File: src/rtl/iter_divider.sv
// rtl/iter_divider.sv - iterative restoring divider for RV32M DIV/DIVU/REM/REMU
module iter_divider #(
  parameter int WIDTH = 32
) (
  input  logic             clk,
  input  logic             rst,
  input  logic             start,
  input  logic [1:0]       op,
  input  logic [WIDTH-1:0] dividend,
  input  logic [WIDTH-1:0] divisor,
  output logic             busy,
  output logic             done,
  output logic [WIDTH-1:0] result
);

  localparam int CW = $clog2(WIDTH + 1);

  typedef enum logic [1:0] {IDLE, CALC, FIX} state_t;

  state_t           state;
  logic [CW-1:0]    count;
  logic [WIDTH-1:0] quo;
  logic [WIDTH-1:0] rem;
  logic [WIDTH-1:0] mag_b;
  logic             sign_q;
  logic             sign_r;
  logic             sel_rem;
  logic             div_zero;

  logic             is_signed;
  logic [WIDTH-1:0] mag_a_in;
  logic [WIDTH-1:0] mag_b_in;
  logic [WIDTH:0]   rem_shift;
  logic [WIDTH:0]   rem_sub;
  logic             fits;
  logic [WIDTH-1:0] rem_next;
  logic [WIDTH-1:0] q_final;
  logic [WIDTH-1:0] r_final;

  // The shifted partial remainder keeps its carry-out bit so divisors above
  // 2^(WIDTH-1) still compare correctly.
  always_comb begin
    is_signed = ~op[0];
    mag_a_in  = (is_signed && dividend[WIDTH-1]) ? -dividend : dividend;
    mag_b_in  = (is_signed && divisor[WIDTH-1])  ? -divisor  : divisor;
    rem_shift = {rem, quo[WIDTH-1]};
    rem_sub   = rem_shift - {1'b0, mag_b};
    fits      = rem_shift >= {1'b0, mag_b};
    rem_next  = fits ? rem_sub[WIDTH-1:0] : rem_shift[WIDTH-1:0];
    q_final   = div_zero ? '1 : (sign_q ? -quo : quo);
    r_final   = sign_r ? -rem : rem;
  end

  always_ff @(posedge clk) begin
    if (rst) begin
      state    <= IDLE;
      count    <= '0;
      quo      <= '0;
      rem      <= '0;
      mag_b    <= '0;
      sign_q   <= 1'b0;
      sign_r   <= 1'b0;
      sel_rem  <= 1'b0;
      div_zero <= 1'b0;
      busy     <= 1'b0;
      done     <= 1'b0;
      result   <= '0;
    end else begin
      done <= 1'b0;
      case (state)
        IDLE: begin
          if (start) begin
            quo      <= mag_a_in;
            rem      <= '0;
            mag_b    <= mag_b_in;
            sign_q   <= is_signed & (dividend[WIDTH-1] ^ divisor[WIDTH-1]);
            sign_r   <= is_signed & dividend[WIDTH-1];
            sel_rem  <= op[1];
            div_zero <= (divisor == '0);
            count    <= CW'(WIDTH);
            busy     <= 1'b1;
            state    <= CALC;
          end
        end
        CALC: begin
          rem   <= rem_next;
          quo   <= {quo[WIDTH-2:0], fits};
          count <= count - CW'(1);
          if (count == CW'(1))
            state <= FIX;
        end
        FIX: begin
          result <= sel_rem ? r_final : q_final;
          done   <= 1'b1;
          busy   <= 1'b0;
          state  <= IDLE;
        end
        default: state <= IDLE;
      endcase
    end
  end

endmodule

File: config.mk
export PLATFORM = sky130hd
export DESIGN_NAME = iter_divider
export DESIGN_NICKNAME = d
export VERILOG_FILES = /design/src/rtl/iter_divider.sv
export SDC_FILE = /design/constraint.sdc
export NUM_CORES = 1
export LEC_CHECK = 0
export ABC_AREA = 0
export CAP_MARGIN = 20
export CORE_MARGIN = 1.5
export CORE_UTILIZATION = 50
export CTS_CLUSTER_SIZE = 14
export DETAILED_ROUTE_END_ITERATION = 7
export PLACE_DENSITY = 0.76
export SLEW_MARGIN = 20
export SYNTH_ARGS = -nofsm -noshare
export SYNTH_HDL_FRONTEND = slang
export SYNTH_SLANG_ARGS = --single-unit
File: constraint.sdc
create_clock -name clk -period 3.1 [get_ports clk]
set_input_delay 0.62 -clock clk [delete_from_list [all_inputs] [get_ports clk]]
set_output_delay 0.62 -clock clk [all_outputs]
set_load 0.01 [all_outputs]
==> impl_metrics.ini, run 1 <==
[outcome]
status = finished with violations
violations = negative setup slack

[yosys]
syn-instance-count = 1279
synthTopCellsByArea = dfxtp_1 29%, xor2_1 8.3%, a21oi_1 5.3%
synth_top_area_share_pct = 28.54
synth_fp_nets = 1387
ys_seq_elements = 142
async_flop_share_pct = 0
ys_warn_count = 0
ys_types = 67
yosysSeqAreaShare_pct = 28.54
syn_area_per_cell_sq_um = 7.789
synth_edf_count = 0
yosysTopAreaCell = dfxtp_1
syn_area_sq_um = 9962
synth_flop_cell = dfxtp_1

[grt]
grt_overflow = 0
grt_max_degree = 63
grtUsageTotal_pct = 28.66
antenna_found_initial = 0
grt_pass1_vias = 9242
grt_pass1_wl_mm = 47.20

[finish]
layout-drive-gt1-share_pct = 11.94
nets = 1521
area_delta_synth_final_pct = 24.91
layout_commonest_cell = dfxtp_1
layout_common_cells = 136 x dfxtp_1, 118 x nand2_1, 102 x nor2_1, 102 x a21oi_1, 101 x clkdlybuf4s50_1
diodes = 0
n_fill_cell = 1701

[drt]
drt_wl_total_mm = 29.78
antenna_left = 0
avgViaCountPerCell = 6.026
drc = 0
drt-met1-wl_mm = 13.47
top_layer = met4
wl_per_cell_microns = 17.63
dr_wl_met3_mm = 1.852
first_iter_violations = 910
dr_total_vias = 10178
first_pass_iters = 5
dr_wl_met2_mm = 13.76

[worst_setup_path]
r2r_cells = 8
worstPathRequired_ns = 3.42
reg2reg_slack_ns = -0.08
reg2reg_from = rem[8]
worstSetupEndpointType = flop
cp-startpoint = rem[8]
path_class = flop to flop
cp_max_fo = 5
regToRegEndpoint = result[25]
arrival_ns = 3.50
crit_path_end = result[25]
startpoint_type = flop

[power]
powerDensity_nw_per_um2 = 430.1
power_leakage_nw = 5.051
peakVddDrop_mv = 0.4987
total_power_w = 0.005352

[die]
io_pins = 103
dieArea_sq_um = 20780
rows = 51
start_util_pct = 51.02
die_h_microns = 144.2
core-area_sq_um = 19530
die_w_microns = 144.2

[clocking]
cts-htree-levels = 4
cts_sinks = 142
cts_root_buffer = clkbuf_16
cts_max_path_buffers = 2
cts_tree = built
clock_insertion_delay_worst_skew_ns = 0.43
clk_pin_slew_ns = 0.06
postCtsHoldBufs = 0
cts_made_buffers = 17

[run]
cap_violations = 0

[timing]
fin_crit_sh_pct = 102.5
slew_headroom_pct = 31.68
fmaxAchievable_mhz = 314.6
maxSlewViolCount = 0
setup_slack_ns = -0.07845
final.setup_skew_ns = 0.01544
worst_slew_pin_slew_ns = 1.021
hold_viol = 0
timing.setup.tns_ns = -0.1214
setup_viol = 2
finalCriticalPeriod_ns = 3.178
rsz0062_at_grt = yes

[placement]
hpwl_mm = 21.95
io_buffers = 102
place.gp.congestion = 0.9696

[worst_hold_path]
holdCritPathClass = flop to flop
how the worst min path moves through the flow:
| stage | slack [ns] | from | cells past startpoint | endpoint |
|---|---|---|---|---|
| after CTS | 0.45 | result[31] | 1 | result[31] |
| final | 0.45 | result[31] | 1 | result[31] |
| after detailed placement | 0.44 | result[31] | 1 | result[31] |
| after global routing | 0.47 | result[19] | 1 | result[19] |
| after global placement | 0.44 | result[31] | 1 | result[31] |
| after floorplan | 0.43 | mag_b[31] | 2 | mag_b[31] |
where the power goes:
| part | switching, W | internal [W] | leakage [nW] |
|---|---|---|---|
| Combinational | 0.000723 | 0.000532 | 3.60 |
| Clock | 0.000839 | 0.00123 | 0.287 |
| Sequential | 0.000110 | 0.00192 | 1.16 |
| Total | 0.00167 | 0.00368 | 5.05 |
final cells by class:
class	instances	area, sq um	area share (%)
clock buffers	19	452.9	3.640
flip-flops and latches	142	2850	22.91
well taps	265	331.6	2.665
clock inverters	11	130.1	1.046
multi-input cells	995	6706	53.90
repair buffers	197	1747	14.04
inverters	60	225.2	1.810
per-layer routing:
layer | track usage (%) | vias up
li1 | - | 4932
met1 | 39.07 | 4799
met2 | 46.06 | 393
met3 | 4.735 | 54
met4 | 9.357 | 0
met5 | 0 | -
critical path: stages (launching register included):
cell,delay (ns)
dfxtp_2,0.32
or4_4,0.55
or4_4,0.45
or3_4,0.43
or4_4,0.50
o41ai_4,0.26
xor2_1,0.23
a22oi_1,0.11
a22o_1,0.23
cell families after synthesis:
logic type / synth area share [%]
adder cells (fa/ha/maj): 4.974
AND/OR/NAND/NOR: 18.79
buffers and inverters: 5.426
AO/OA/AOI/OAI: 27.41
multiplexers: 2.826
flip-flops: 28.54
XOR/XNOR: 12.04
sequential cells by signal, indices dropped and copies added (netlist names), 2 cells and up:
register  flops
count         6
mag_b        32
quo          32
rem          32
result       32
state         2
synthesized netlist by cell type, types with 6 or more instances:
cell type / instances
dfxtp_1: 142
nand2_1: 118
a21oi_1: 105
nor2_1: 103
xor2_1: 94
o21ai_0: 83
clkbuf_1: 74
inv_1: 60
xnor2_1: 43
ha_1: 38
a211oi_1: 29
a22oi_1: 29
o31ai_1: 29
a221oi_1: 27
mux2i_1: 27
nand3_1: 27
a21o_1: 22
nor3_1: 20
nor4_1: 16
o41ai_1: 16
or3_1: 16
nand2b_1: 14
nor2b_1: 13
or4_1: 12
and3_1: 9
a311oi_1: 6
a31oi_1: 6
nand4_1: 6
o22ai_1: 6
through the flow:
stage	area [sq um]	worst slack (ns)	instances	util [%]	hold WS (ns)
global placement	11720	-0.1496	1657	60.03	0.4387
global route	12440	-0.1088	1689	63.73	0.4659
floorplan	9962	0.01131	1279	-	0.4319
CTS	12340	-0.01174	1687	63.17	0.4532
finish	12440	-0.07845	1689	63.73	0.4543
detailed placement	11720	-0.1691	1657	60.03	0.4388
repair_timing:
item	4_1_cts	5_1_grt
setup endpoints to repair	19	41
cloned	0	1
resized for setup	7	27
pin swaps	1	5
setup buffers	0	1
hold endpoints to repair	0	0
No activity file was read; power rests on OpenSTA's default activity.
==> run 2: changes to the inputs <==
--- a/config.mk
+++ b/config.mk
@@ -6,7 +6,6 @@
 export NUM_CORES = 1
 export LEC_CHECK = 0
 export ABC_AREA = 0
-export CAP_MARGIN = 20
 export CORE_MARGIN = 1.5
 export CORE_UTILIZATION = 50
 export CTS_CLUSTER_SIZE = 14
==> results of run 2 <==
The final DEF is identical to that of run 1; final timing and power are the same.
